## config.mk

```make
export PLATFORM = sky130hd
export DESIGN_NAME = abus_bridge_flat
export DESIGN_NICKNAME = d
export VERILOG_FILES = /design/src/rtl/abus_bridge_if.sv /design/src/rtl/abus_bridge.sv /design/src/flat_wrapper.sv
export SDC_FILE = /design/constraint.sdc
export NUM_CORES = 1
export LEC_CHECK = 0
export BUFFER_PORTS_ARGS = -buffer_cell sky130_fd_sc_hd__buf_2
export CAP_MARGIN = 20
export CORE_UTILIZATION = 45
export CTS_CLUSTER_DIAMETER = 150
export DETAILED_ROUTE_END_ITERATION = 6
export HOLD_SLACK_MARGIN = 0.05
export PLACE_DENSITY = 0.64
export SETUP_SLACK_MARGIN = 0.4
export SYNTH_ARGS = -nofsm -noshare
export SYNTH_HDL_FRONTEND = slang
export SYNTH_SLANG_ARGS = --single-unit
```

## constraint.sdc

```tcl
create_clock -name clk -period 2.3 [get_ports clk]
set_input_delay 0.23 -clock clk [delete_from_list [all_inputs] [get_ports clk]]
set_output_delay 0.23 -clock clk [all_outputs]
set_load 0.005 [all_outputs]
```

## src/rtl/abus_bridge_if.sv

```systemverilog
`default_nettype none
// ============================================================================
// abus_bridge_if
// Signal bundles for abus_bridge: the cartridge-slot host bus and the
// memory-hub master port.
// Revision: 1.0 - initial release
// ============================================================================

// Host bus: the host is the master, the bridge is the slave.
interface abus_host_if;
  logic        abus_cs_n;
  logic        abus_rd_n;
  logic [1:0]  abus_wr_n;
  logic [24:0] abus_addr;
  logic [15:0] abus_din;
  logic [15:0] abus_dout;
  logic        abus_doe;
  logic        abus_wait_n;

  modport master (
    output abus_cs_n, abus_rd_n, abus_wr_n, abus_addr, abus_din,
    input  abus_dout, abus_doe, abus_wait_n
  );

  modport slave (
    input  abus_cs_n, abus_rd_n, abus_wr_n, abus_addr, abus_din,
    output abus_dout, abus_doe, abus_wait_n
  );
endinterface

// Memory hub port: the bridge is the master, the hub is the slave.
interface abus_mem_if;
  logic        mem_cs;
  logic        mem_rd;
  logic        mem_wr;
  logic [1:0]  mem_mask;
  logic        mem_nwait;
  logic [25:0] mem_addr;
  logic [15:0] mem_wdata;
  logic [15:0] mem_rdata;

  modport master (
    output mem_cs, mem_rd, mem_wr, mem_mask, mem_addr, mem_wdata,
    input  mem_nwait, mem_rdata
  );

  modport slave (
    input  mem_cs, mem_rd, mem_wr, mem_mask, mem_addr, mem_wdata,
    output mem_nwait, mem_rdata
  );
endinterface

`default_nettype wire

```

## src/rtl/abus_bridge.sv

```systemverilog
`default_nettype none
// ============================================================================
// abus_bridge
// Host-bus to memory-hub front end: strobe synchronisers, host WAIT
// generation, read data hold, one-entry posted write buffer with
// read-after-write ordering.
// Revision: 1.0 - initial release
// ============================================================================
module abus_bridge #(
  parameter int          SYNC_STAGES = 2,
  parameter logic [25:0] ADDR_BASE   = 26'h0000000
) (
  input  logic       clk,
  input  logic       reset,
  abus_host_if.slave host,
  abus_mem_if.master mem
);

  localparam logic [1:0] IDLE = 2'd0;
  localparam logic [1:0] WREQ = 2'd1;
  localparam logic [1:0] RREQ = 2'd2;
  localparam logic [1:0] GAP  = 2'd3;

  logic [1:0] state;

  // Raw host strobes and their synchronised versions
  logic                   rd_act;
  logic                   wr_act;
  logic [SYNC_STAGES-1:0] rd_sync;
  logic [SYNC_STAGES-1:0] wr_sync;
  logic                   rd_s;
  logic                   wr_s;
  logic                   rd_s_q;
  logic                   wr_s_q;
  logic                   rd_rise;
  logic                   rd_fall;
  logic                   wr_rise;
  logic                   wr_fall;

  // Host address mapped into the memory byte space
  logic [25:0] host_byte_addr;
  logic [25:0] host_mem_addr;

  // Posted write buffer
  logic        wbuf_valid;
  logic [25:0] wbuf_addr;
  logic [15:0] wbuf_data;
  logic [1:0]  wbuf_mask;
  logic        wr_taken;
  logic        wr_defer;
  logic        wr_capture;
  logic        wbuf_drain;

  // Read tracking
  logic        rd_pend;
  logic        rd_live;
  logic        rd_done;
  logic        rd_go;
  logic        rd_issue;
  logic        rd_complete;
  logic [25:0] rd_addr;
  logic [25:0] rd_go_addr;
  logic [15:0] dout_hold;

  // Memory request registers
  logic        seen_busy;
  logic        mem_done;
  logic        req_cs;
  logic        req_rd;
  logic        req_wr;
  logic [25:0] req_addr;
  logic [15:0] req_wdata;
  logic [1:0]  req_mask;

  assign rd_act = ~host.abus_cs_n & ~host.abus_rd_n;
  assign wr_act = ~host.abus_cs_n & (host.abus_wr_n != 2'b11);

  assign rd_s    = rd_sync[SYNC_STAGES-1];
  assign wr_s    = wr_sync[SYNC_STAGES-1];
  assign rd_rise = rd_s & ~rd_s_q;
  assign rd_fall = ~rd_s & rd_s_q;
  assign wr_rise = wr_s & ~wr_s_q;
  assign wr_fall = ~wr_s & wr_s_q;

  // Offset wraps silently at 2^26; bit 0 is forced low so the result is
  // always halfword aligned even with an odd base.
  assign host_byte_addr = {host.abus_addr, 1'b0} + ADDR_BASE;
  assign host_mem_addr  = host_byte_addr & 26'h3FFFFFE;

  // A request only completes after the hub has shown at least one busy cycle
  assign mem_done    = req_cs & seen_busy & mem.mem_nwait;
  assign wbuf_drain  = (state == WREQ) & mem_done;
  assign rd_complete = (state == RREQ) & mem_done;

  // A deferred write lands on the very edge the buffer drains
  assign wr_capture = wr_s & (wr_rise | wr_defer) & (~wbuf_valid | wbuf_drain);

  // A pending read is only worth issuing while its strobe is still held
  assign rd_go      = rd_rise | (rd_pend & rd_s);
  assign rd_go_addr = rd_rise ? host_mem_addr : rd_addr;
  assign rd_issue   = (state == IDLE) & ~wbuf_valid & rd_go;

  assign host.abus_doe    = rd_act;
  assign host.abus_wait_n = ~((rd_act & ~rd_done) | (wr_act & wbuf_valid & ~wr_taken));
  assign host.abus_dout   = dout_hold;

  assign mem.mem_cs    = req_cs;
  assign mem.mem_rd    = req_rd;
  assign mem.mem_wr    = req_wr;
  assign mem.mem_addr  = req_addr;
  assign mem.mem_wdata = req_wdata;
  assign mem.mem_mask  = req_mask;

  // Bring host strobes into clk and keep one extra stage for edge detection
  always_ff @(posedge clk or negedge reset) begin
    if (!reset) begin
      rd_sync <= '0;
      wr_sync <= '0;
      rd_s_q  <= 1'b0;
      wr_s_q  <= 1'b0;
    end else begin
      rd_sync <= {rd_sync[SYNC_STAGES-2:0], rd_act};
      wr_sync <= {wr_sync[SYNC_STAGES-2:0], wr_act};
      rd_s_q  <= rd_s;
      wr_s_q  <= wr_s;
    end
  end

  // Posted write buffer: capture, defer while full, drain on completion
  always_ff @(posedge clk or negedge reset) begin
    if (!reset) begin
      wbuf_valid <= 1'b0;
      wbuf_addr  <= '0;
      wbuf_data  <= '0;
      wbuf_mask  <= '0;
      wr_taken   <= 1'b0;
      wr_defer   <= 1'b0;
    end else begin
      if (wr_capture) begin
        wbuf_addr <= host_mem_addr;
        wbuf_data <= host.abus_din;
        wbuf_mask <= host.abus_wr_n;
      end
      if (wr_capture) begin
        wbuf_valid <= 1'b1;
      end else if (wbuf_drain) begin
        wbuf_valid <= 1'b0;
      end
      if (wr_fall) begin
        wr_taken <= 1'b0;
      end else if (wr_capture) begin
        wr_taken <= 1'b1;
      end
      if (wr_capture || wr_fall) begin
        wr_defer <= 1'b0;
      end else if (wr_rise) begin
        wr_defer <= 1'b1;
      end
    end
  end

  // Read bookkeeping: pending request, ownership by the live strobe, data hold
  always_ff @(posedge clk or negedge reset) begin
    if (!reset) begin
      rd_pend   <= 1'b0;
      rd_live   <= 1'b0;
      rd_done   <= 1'b0;
      rd_addr   <= '0;
      dout_hold <= '0;
    end else begin
      if (rd_rise) begin
        rd_addr <= host_mem_addr;
      end
      if (rd_issue) begin
        rd_pend <= 1'b0;
      end else if (rd_rise) begin
        rd_pend <= 1'b1;
      end else if (rd_fall) begin
        rd_pend <= 1'b0;
      end
      if (rd_issue) begin
        rd_live <= 1'b1;
      end else if (rd_fall || rd_complete) begin
        rd_live <= 1'b0;
      end
      if (rd_fall) begin
        rd_done <= 1'b0;
      end else if (rd_complete && rd_live && rd_s) begin
        rd_done <= 1'b1;
      end
      if (rd_complete && rd_live && rd_s) begin
        dout_hold <= mem.mem_rdata;
      end
    end
  end

  // Request sequencer: writes take priority, then one idle gap per request
  always_ff @(posedge clk or negedge reset) begin
    if (!reset) begin
      state     <= IDLE;
      seen_busy <= 1'b0;
      req_cs    <= 1'b0;
      req_rd    <= 1'b0;
      req_wr    <= 1'b0;
      req_addr  <= '0;
      req_wdata <= '0;
      req_mask  <= '0;
    end else begin
      case (state)
        IDLE: begin
          if (wbuf_valid) begin
            state     <= WREQ;
            req_cs    <= 1'b1;
            req_wr    <= 1'b1;
            req_addr  <= wbuf_addr;
            req_wdata <= wbuf_data;
            req_mask  <= wbuf_mask;
          end else if (rd_go) begin
            state    <= RREQ;
            req_cs   <= 1'b1;
            req_rd   <= 1'b1;
            req_addr <= rd_go_addr;
            req_mask <= 2'b00;
          end
        end
        WREQ, RREQ: begin
          if (!mem.mem_nwait) begin
            seen_busy <= 1'b1;
          end
          if (mem_done) begin
            state     <= GAP;
            seen_busy <= 1'b0;
            req_cs    <= 1'b0;
            req_rd    <= 1'b0;
            req_wr    <= 1'b0;
          end
        end
        GAP: begin
          state <= IDLE;
        end
        default: begin
          state <= IDLE;
        end
      endcase
    end
  end

endmodule
`default_nettype wire

```

## src/flat_wrapper.sv

```systemverilog
// flat-port wrapper written by rule: the top's interface ports become plain ports
module abus_bridge_flat 
#(
  parameter int          SYNC_STAGES = 2,
  parameter logic [25:0] ADDR_BASE   = 26'h0000000
)
  (clk, reset, host_abus_cs_n, host_abus_rd_n, host_abus_wr_n, host_abus_addr, host_abus_din, host_abus_dout, host_abus_doe, host_abus_wait_n, mem_mem_cs, mem_mem_rd, mem_mem_wr, mem_mem_mask, mem_mem_addr, mem_mem_wdata, mem_mem_nwait, mem_mem_rdata);
  abus_host_if host_i ();
  abus_mem_if mem_i ();
  input  logic clk;
  input  logic reset;
  input wire logic [$bits(host_i.abus_cs_n)-1:0] host_abus_cs_n;
  input wire logic [$bits(host_i.abus_rd_n)-1:0] host_abus_rd_n;
  input wire logic [$bits(host_i.abus_wr_n)-1:0] host_abus_wr_n;
  input wire logic [$bits(host_i.abus_addr)-1:0] host_abus_addr;
  input wire logic [$bits(host_i.abus_din)-1:0] host_abus_din;
  output wire logic [$bits(host_i.abus_dout)-1:0] host_abus_dout;
  output wire logic [$bits(host_i.abus_doe)-1:0] host_abus_doe;
  output wire logic [$bits(host_i.abus_wait_n)-1:0] host_abus_wait_n;
  output wire logic [$bits(mem_i.mem_cs)-1:0] mem_mem_cs;
  output wire logic [$bits(mem_i.mem_rd)-1:0] mem_mem_rd;
  output wire logic [$bits(mem_i.mem_wr)-1:0] mem_mem_wr;
  output wire logic [$bits(mem_i.mem_mask)-1:0] mem_mem_mask;
  output wire logic [$bits(mem_i.mem_addr)-1:0] mem_mem_addr;
  output wire logic [$bits(mem_i.mem_wdata)-1:0] mem_mem_wdata;
  input wire logic [$bits(mem_i.mem_nwait)-1:0] mem_mem_nwait;
  input wire logic [$bits(mem_i.mem_rdata)-1:0] mem_mem_rdata;
  assign host_i.abus_cs_n = host_abus_cs_n;
  assign host_i.abus_rd_n = host_abus_rd_n;
  assign host_i.abus_wr_n = host_abus_wr_n;
  assign host_i.abus_addr = host_abus_addr;
  assign host_i.abus_din = host_abus_din;
  assign host_abus_dout = host_i.abus_dout;
  assign host_abus_doe = host_i.abus_doe;
  assign host_abus_wait_n = host_i.abus_wait_n;
  assign mem_mem_cs = mem_i.mem_cs;
  assign mem_mem_rd = mem_i.mem_rd;
  assign mem_mem_wr = mem_i.mem_wr;
  assign mem_mem_mask = mem_i.mem_mask;
  assign mem_mem_addr = mem_i.mem_addr;
  assign mem_mem_wdata = mem_i.mem_wdata;
  assign mem_i.mem_nwait = mem_mem_nwait;
  assign mem_i.mem_rdata = mem_mem_rdata;
  abus_bridge #(.SYNC_STAGES(SYNC_STAGES), .ADDR_BASE(ADDR_BASE)) u_core (.clk(clk), .reset(reset), .host(host_i), .mem(mem_i));
endmodule
```

# Word level (Yosys, flattened, before mapping)
# Cells that the tools add are included.
# totals
reg_bits	147
latch_bits	0
ramBits	0
rom_bits	0
in_bits	64
output_inout_bits	65
wordCells	118
mem_count	0
# classes
add_sub_neg	0
mul	0
div_mod_pow	0
order_cmp	0
n_eq_ne	10
shift	0
muxes	32
bitwise	32
reduce_logical	21
# ops
operator	count
26-bit two-way mux	3
1-bit two-way mux	20
1-bit bitwise AND	18
2-bit nonzero test	7
2-bit two-way mux	5
1-bit NOT	10
2-bit by 1-bit != test with 1-bit output, second input constant	4
2-bit AND reduction	4
1-bit one-hot mux with 2 select lines	3
2-bit one-hot mux with 3 select lines	1
3-bit AND reduction	2
2-bit equality test, second input constant	2
2-bit != test, second input constant	2
1-bit bitwise OR	4
4-bit AND reduction	1
3-bit by 1-bit != test with 1-bit output, second input constant	1
3-bit nonzero test	1
2-bit by 1-bit equality test with 1-bit output, second input constant	1
1-bit logical AND	2
2-bit logical NOT	1
1-bit logical OR	2
2-bit OR reduction	1

# Depth between registers and ports, before layout
# Gate-level depths: netlist (run 1).
# logic_depth
word_depth	7
depth_mapped	6
mapped_depth_nobuf	6

# Worst setup path after synthesis (run 1)
# No wires, ideal clock.
# synth_timing
kind	register -> register
startpoint	register u_core.state[0]
endpoint	register u_core.dout_hold[10], in the netlist u_core.host.abus_dout[10]
setup_ps	125
arrival_time_ps	1706
required_ps	2175
path_slack_ps	469
path_stages_with_launch	7
path_buffers	1
synth_period_minus_slack_ps	1831
cell_sequence	dfrtp_1 -> inv_1 -> ha_1 -> nand3_1 -> nor2_1 -> buf_2 -> mux2_2
# synth_via
elab_chain_cells	4
# synth_rtl
item	line_no	source
from (decl)	abus_bridge.sv:24	logic [1:0] state;
from (signal assigned)	abus_bridge.sv:200	state <= IDLE;
from (signal assigned)	abus_bridge.sv:212	state <= WREQ;
from (signal assigned)	abus_bridge.sv:219	state <= RREQ;
2-bit equality test	abus_bridge.sv:93	assign rd_complete = (state == RREQ) & mem_done;
1-bit bitwise AND	abus_bridge.sv:93	
1-bit logical AND (2 in a row)	abus_bridge.sv:191	if (rd_complete && rd_live && rd_s) begin
to (signal assigned)	abus_bridge.sv:192	dout_hold <= mem.mem_rdata;
to (decl)	abus_bridge.sv:63	logic [15:0] dout_hold;
# Every way passes these cells.
# A chain may end at the register's enable or synchronous reset.

# Worst setup path in the final report (run 1)
# layout_timing
startpoint	register u_core.state[1]
endpoint	register u_core.wbuf_addr[4]
# layout_via
elab_chain_cells	4
# layout_rtl
item	line_no	source
2-bit by 1-bit equality test with 1-bit output	abus_bridge.sv:92	assign wbuf_drain = (state == WREQ) & mem_done;
1-bit bitwise AND	abus_bridge.sv:92	
1-bit bitwise OR	abus_bridge.sv:96	assign wr_capture = wr_s & (wr_rise | wr_defer) & (~wbuf_valid | wbuf_drain);
1-bit bitwise AND	abus_bridge.sv:96	
to (signal assigned)	abus_bridge.sv:140	wbuf_addr <= host_mem_addr;
to (decl)	abus_bridge.sv:46	logic [25:0] wbuf_addr;
# Every way passes these cells.

==> metrics.txt, run 1 <==
result of the run=finished clean; Hold Worst Slack=70.3 ps; share of power burned in the clock network=roughly 28%; post-synthesis instance area=just under 6000 sq um; M3 GR Usage=between 7 and 8%; number of antenna violations at the first check in global routing=1; switching power share of the total=27.5%; setup TNS=0 ps; average via count per standard cell=between 4 and 5; number of different library cells in the post-synthesis netlist=30; horizontal extent of the die=117 microns; Place WS=around 390 ps; Layout Utilization=between 60% and 70%; overall fraction of global-route tracks in use=19.9%; crit path capture type=register; count of pins over their slew limit=0; Storage cell area=3680 sq um; clock latency reported for the late side of the worst-skew pair=~420 ps; # nets final=about 640; Yosys warning count=0; dominant combinational cell family by area after synthesis=multiplexers; Final setup violation count=0; multi-input logic area=approximately 2200 sq um; routability congestion estimate from global placement=0.806; Detail Placement HPWL=slightly below 8000 microns; share of flip-flops with an asynchronous set or reset=between 90% and 100%; WP data arrival=around 2100 ps; cell-by-cell listing of the critical path=inv_1 -> ha_1 -> nand4_1 -> a21oi_4 -> buf_12 -> clkbuf_16 -> mux2_2; kind of start point of the critical path=register; Synth Area in Compound Gates=under 10%; met2 layer usage reported by global route=between 30 and 40%; synthesized-area fraction occupied by and/or/nand/nor cells=2.49%; first-iteration detailed-routing DRC count=150; diode insertion count for antenna repair=0; peak supply drop=between 600 and 700 uV; crit path buf inv count=3; root buf cell=clkbuf_16; max-cap check violation count=0; Pint=7.28 mW; fill cell total of the finished layout=between 900 and 1,000; TritonCTS clock tree=built; Max transition margin=63.1%; leakage power=~3.8 nW; via count=~3,800; clock period minus worst slack=roughly 1900 ps; proportion of power drawn by combinational gates=between 30% and 40%; crit share post-route=about four fifths; class of the most critical hold timing path=in -> reg; Clock Skews=9.07 ps; critical path fanouts, max=9; Starting Density=a little under half; instance count of the mapped netlist=~380; number of nets produced by synthesis=around 450; post-synthesis share of cell area spent on full adders, half adders and majority gates=1.05%; number of buffers on the longest clock path=2; area growth from synthesis to final layout=35.8%; NetSw=between 2 and 3 mW; EDFF count, synth=0; number of global-route vias before repair=just over 4,000; full die area=roughly 14,000 sq um; post-route cell area=8070 sq um; Slowest cell on crit path=dfrtp_1; final worst setup slack=~450 ps; required time at the endpoint of the critical path=~2600 ps; maximum number of pins on one net before global-route repair=58; input/output buffers=about 130; drt pass-1 iters=4; Power per Cell Area=1240 nW/um^2; kind of cell adding the most delay to the critical path=buffers and inverters; remaining number of nets flagged by the antenna check after routing=0; Max stage delay on crit path=410 ps; synthesized area divided by synthesized cell count=between 15 and 20 sq um; # clock sinks=147; xor-xnor portion of the synthesized cell area=0%; DRC violations left=0; final hold violation count=0; type of the setup path with the least slack=reg -> reg; number of placed I/O pins=about 130; slew at the pin closest to its max-slew limit=548 ps; sequential-to-total area share from yosys stat=61.9%; per-cell routed wire length=about 17 microns; clock transition at the registers of the reported paths=60 ps; area after detailed placement=roughly 6900 sq um; multiplexer share of the synthesized area=around 30%; most instantiated flip-flop cell in the synthesis netlist=dfrtp_1; unrepaired setup endpoints after global routing=no; flip-flop and latch count after synthesis=roughly 150; # H-tree levels=4; number of buffers created by CTS=17; total grt overflow=0; layer with the highest usage=met2; standard-cell row count=41; area of the core=roughly 13,000 sq um; aggregate routed wire length=between 10,000 and 15,000 microns; global-route met1 utilization=a little under a quarter; wire length of the first global-routing pass=about 20,000 microns; achievable frequency=roughly 540 MHz; relative contribution of sequential cells to total power=about two fifths; share of final-layout standard cells stronger than drive strength 1=between 50% and 60%; die boundary height=117 microns
-- power by group through the flow --
stage,clock (mW),combinational [mW],sequential (mW)
6_report,2.83,3.12,4.09
4_1_cts,2.88,3.09,4.09
5_1_grt,2.99,3.46,4.22
3_3_place_gp,0,2.91,4.07
2_1_floorplan,0,1.99,4.02
3_5_place_dp,0,2.99,4.12
-- flip-flops by register name (all words and copies together), names as in the netlist, 16 cells and up --
name                   flops
u_core.mem.mem_addr       26
u_core.rd_addr            26
u_core.wbuf_addr          25
u_core.host.abus_dout     16
u_core.mem.mem_wdata      16
u_core.wbuf_data          16
-- kinds of logic after synthesis --
kind of cell	after synthesis
AOI/OAI and AO/OA	23
muxes	152
and+or+nand+nor	31
adders and majority gates	5
buffers and inverters	21
DFF	147
-- metrics by stage --
step / total power [mW] / instances
after global placement: 6.97 / 675
final: 10.0 / 760
after global routing: 10.7 / 760
after CTS: 10.1 / 755
after detailed placement: 7.11 / 675
after floorplan: 6.02 / 379
-- cell usage after synthesis, types with 4 or more instances --
master	n	area (sq um)
a21oi_1	6	30.0
nand2_1	11	41.3
mux2_4	19	285
dfrtp_1	147	3680
nand3_1	4	20.0
nor2_1	5	18.8
mux2_2	131	1480
inv_1	5	18.8
ha_1	5	62.6
nand2b_1	5	31.3
buf_2	9	45.0
-- cells in the final DEF, fill, tap and decap left out, drive strengths merged, types with 6 or more instances in the layout --
master       synthesis  routed
clkbuf               1      26
mux2               150     150
a21oi                7       7
dlygate4sd3          0      48
dfrtp              147     147
inv                  6       6
buf                 14     141
nand2               11      11
-- metal layers --
| layer | wire (microns) | up-vias |
|---|---|---|
| li1 | - | 1748 |
| met1 | 5620 | 1902 |
| met5 | 8 | - |
| met2 | 6380 | 98 |
| met4 | 116 | 2 |
| met3 | 864 | 12 |
-- layout make-up --
cell class | count | share of cell area [%]
Clock buffer | 23 | 6.05
Clock inverter | 9 | 1.57
Sequential cell | 147 | 45.6
Multi-Input combinational cell | 211 | 26.9
Tap cell | 172 | 2.67
Inverter | 6 | 0.279
Timing Repair Buffer | 192 | 17.0
-- repair_timing --
item / in CTS / in global routing
buffers inserted: 0 / 1
endpoints found under the hold margin: 79 / 0
pin swaps: 0 / 2
setup endpoints to repair: 17 / 47
cloned: 0 / 4
resized for setup: 1 / 2
hold buffers: 48 / 0
-- path summary, 6_finish.rpt --
check	from	to	cells after the start	slack [ps]
max in group asynchronous	reset	u_core.mem.mem_addr[4]	3	1280
worst min register to register	u_core.rd_sync[0]	u_core.rd_sync[1]	0	350
min in group asynchronous	reset	u_core.mem.mem_addr[21]	2	270
worst max-delay path	u_core.state[1]	u_core.wbuf_addr[4]	7	450
worst max register to register	u_core.state[1]	u_core.wbuf_addr[4]	7	450
worst min-delay path	host_abus_addr[17]	u_core.wbuf_addr[18]	2	70
(Power assumes the default switching activity.)
==> run 2, diff against run 1 <==
--- a/config.mk
+++ b/config.mk
@@ -5,6 +5,7 @@
 export SDC_FILE = /design/constraint.sdc
 export NUM_CORES = 1
 export LEC_CHECK = 0
+export ABC_AREA = 1
 export BUFFER_PORTS_ARGS = -buffer_cell sky130_fd_sc_hd__buf_2
 export CAP_MARGIN = 20
 export CORE_UTILIZATION = 45
==> constraint.sdc (replaced) <==
create_clock -name clk -period 1.85 [get_ports clk]
set_input_delay 0.185 -clock clk [delete_from_list [all_inputs] [get_ports clk]]
set_output_delay 0.185 -clock clk [all_outputs]
set_load 0.005 [all_outputs]
==> metrics.txt, run 2 <==
average via count per standard cell=5.26 (+6.2%); clock transition at the registers of the reported paths=60 ps (about the same); diode insertion count for antenna repair=0 (unchanged); most instantiated flip-flop cell in the synthesis netlist=dfrtp_1; sequential-to-total area share from yosys stat=58.8% (-3.1 points); leakage power=4.94 nW (+29%); area growth from synthesis to final layout=51.0%; Place WS=251 ps (-143 ps); crit share post-route=84.4% (+3.9 points); max-cap check violation count=0 (unchanged); overall power after layout=15.5 mW (+54%); area of the core=13,400 sq um (+5.3%); achievable frequency=640 MHz (+19%); first-iteration detailed-routing DRC count=447 (+200%); EDFF count, synth=0 (unchanged); input/output buffers=128 (unchanged); drt pass-1 iters=5 (+1); critical path fanouts, max=8 (-1); most used cells in the layout excluding fill and tap cells=181 x nand2_1, 144 x dfrtp_1, 127 x buf_2; aggregate routed wire length=19,200 microns (+48%); required time at the endpoint of the critical path=2150 ps (-440 ps); number of buffers on the longest clock path=2 (unchanged); library cell with the largest summed area after synthesis=dfrtp_1; cell with the most instances after synthesis=nand2_1; # nets final=971 (+51%); total grt overflow=0 (unchanged); fill cell total of the finished layout=980 (+0.93%); number of placed I/O pins=129 (unchanged); Starting Density=46.7% (about the same); crit path capture type=register; Crit. Startpoint=u_core.state[1]; routability congestion estimate from global placement=0.902 (+12%); share of flip-flops with an asynchronous set or reset=100% (unchanged); number of antenna violations at the first check in global routing=0 (-1); switching power share of the total=36.4% (+8.9 points); number of buffers created by CTS=17 (unchanged); DRC violations left=0 (unchanged); post-synthesis instance area=6250 sq um (+5.2%); maximum number of pins on one net before global-route repair=47 (-19%); Power per Cell Area=1640 nW/um^2 (+32%); final worst setup slack=288 ps (-160 ps); instance count of the mapped netlist=668 (+76%); ranking of synthesized cells by area=dfrtp_1 59%, nand2_1 14%, nand3_1 10%, mux2_4 2.2%, inv_1 1.8%; clock latency reported for the late side of the worst-skew pair=420 ps (about the same); number of nets produced by synthesis=737 (+65%); clock period minus worst slack=1560 ps (-290 ps); slew at the pin closest to its max-slew limit=450 ps (-98.4 ps); overall fraction of global-route tracks in use=24.4% (+4.5 points); synthesized area divided by synthesized cell count=9.36 sq um (-40%); Final setup violation count=0 (unchanged); Pint=9.86 mW (+36%); die boundary height=120 microns (+2.5%); Synth top area share=58.8% (-3.1 points); top cell types by occurrence after synthesis=235 x nand2_1, 147 x dfrtp_1, 126 x nand3_1; per-cell routed wire length=17.6 microns (+3.2%); number of standard cells in the final layout excluding fillers=1,090 (+43%); flip-flop and latch count after synthesis=147 (unchanged); share of power burned in the clock network=21.6% (-6.6 points); Yosys warning count=0 (unchanged); final hold violation count=0 (unchanged); most common cell after layout, fill and taps aside=nand2_1; root buf cell=clkbuf_16; remaining number of nets flagged by the antenna check after routing=0 (unchanged); NetSw=5.64 mW (+100%); standard-cell row count=42 (+2.4%); count of pins over their slew limit=0 (unchanged); # H-tree levels=4 (unchanged); horizontal extent of the die=120 microns (+2.5%); Cell Count Post-Placement=956 (+42%); wire length of the first global-routing pass=27,000 microns (+35%); via count=5,730 (+52%); TritonCTS clock tree=built; number of different library cells in the post-synthesis netlist=30 (unchanged); result of the run=finished clean; Detail Placement HPWL=9940 microns (+27%); peak supply drop=840 uV (+29%); FF-to-FF Start=u_core.state[1]; type of the setup path with the least slack=reg -> reg; number of global-route vias before repair=5,513 (+36%); share of final-layout standard cells stronger than drive strength 1=39.1% (-17 points); unrepaired setup endpoints after global routing=yes; full die area=14,400 sq um (+5.2%); WP data arrival=1860 ps (-280 ps); # clock sinks=147 (unchanged); class of the most critical hold timing path=in -> async; Max transition margin=70.0% (+6.9 points); kind of start point of the critical path=register; relative contribution of sequential cells to total power=33.4% (-7.3 points); setup TNS=0 ps (unchanged); proportion of power drawn by combinational gates=45.0% (+14 points); Clock Skews=8.67 ps (-0.401 ps); Hold Worst Slack=271 ps (+201 ps)
run 2: changes by cell type after synthesis, sizes merged, moves of 3 or more:
cell    change
nand2     +228
mux2      -134
nand3     +124
inv        +28
or2        +25
o21ai      +19
buf        +15
nand2b      -5
clkbuf      +4
a21oi       -3
a31oi       -3
nand3b      +3
run 2: cell type report:
class / count / area, sq um / area share (%)
flip-flops and latches: 147 / 3680 / 39.0
multi-input cells: 456 / 2730 / 28.9
repair buffers: 243 / 2040 / 21.6
clock buffers: 23 / 508 / 5.38
well taps: 176 / 220 / 2.33
inverters: 34 / 150 / 1.59
clock inverters: 8 / 73.8 / 0.782
repair inverters: 3 / 33.8 / 0.358
run 2: critical path: stages, from the launching register on:
cell	delay, ps
dfrtp_1	390
inv_2	130
buf_12	110
ha_4	200
nand2_8	110
clkbuf_16	190
mux2_4	300
run 2: what timing repair did:
action,in CTS,in global routing
buffers inserted,10,14
gates cloned,3,13
hold buffers,63,0
resized for setup,18,135
setup endpoints to repair,101,105
pin swaps,4,31
endpoints found under the hold margin,116,0
run 2: routing by layer:
metal / GRT usage [%] / wire [microns] / up-vias
met5: 0 / 0 / -
met4: 9.92 / 435 / 0
met3: 5.89 / 1250 / 36
met2: 39.8 / 9840 / 234
met1: 31.2 / 7700 / 2821
li1: - / - / 2639
run 2: logic make-up (layout without fill, tap and decap cells):
family / after synthesis / after routing / synth area share, %
AO/OA/AOI/OAI: 29 / 29 / 2.60
AND/OR/NAND/NOR: 403 / 406 / 28.8
adder cells (fa/ha/maj): 5 / 5 / 1.00
flip-flops: 147 / 147 / 58.8
buffers and inverters: 68 / 311 / 5.32
multiplexers: 16 / 16 / 3.42
run 2: path summary, 6_finish.rpt:
path                                                end  slack [ps]  depth (start not counted)
max in group asynchronous             u_core.wbuf_valid         970                          3
worst max-delay path            u_core.mem.mem_wdata[9]         290                          6
worst min register to register        u_core.rd_sync[1]         350                          0
worst min-delay path             u_core.mem.mem_addr[2]         270                          2
min in group clk                      u_core.rd_sync[1]         350                          0
worst max register to register  u_core.mem.mem_wdata[9]         290                          6
run 2: stage by stage:
stage               util (%)  cell area, sq um
global placement        53.2              7130
global route            70.4              9440
CTS                     63.8              8560
finish                  70.4              9440
detailed placement      53.2              7130
floorplan                  -              6250
run 2: power by group through the flow:
stage | combinational, mW | clock (mW) | sequential [mW]
after floorplan | 2.97 | 0 | 4.97
after global placement | 4.28 | 0 | 5.03
after detailed placement | 4.42 | 0 | 5.07
after CTS | 5.01 | 3.39 | 5.01
after global routing | 7.53 | 3.53 | 5.29
final | 6.98 | 3.34 | 5.18
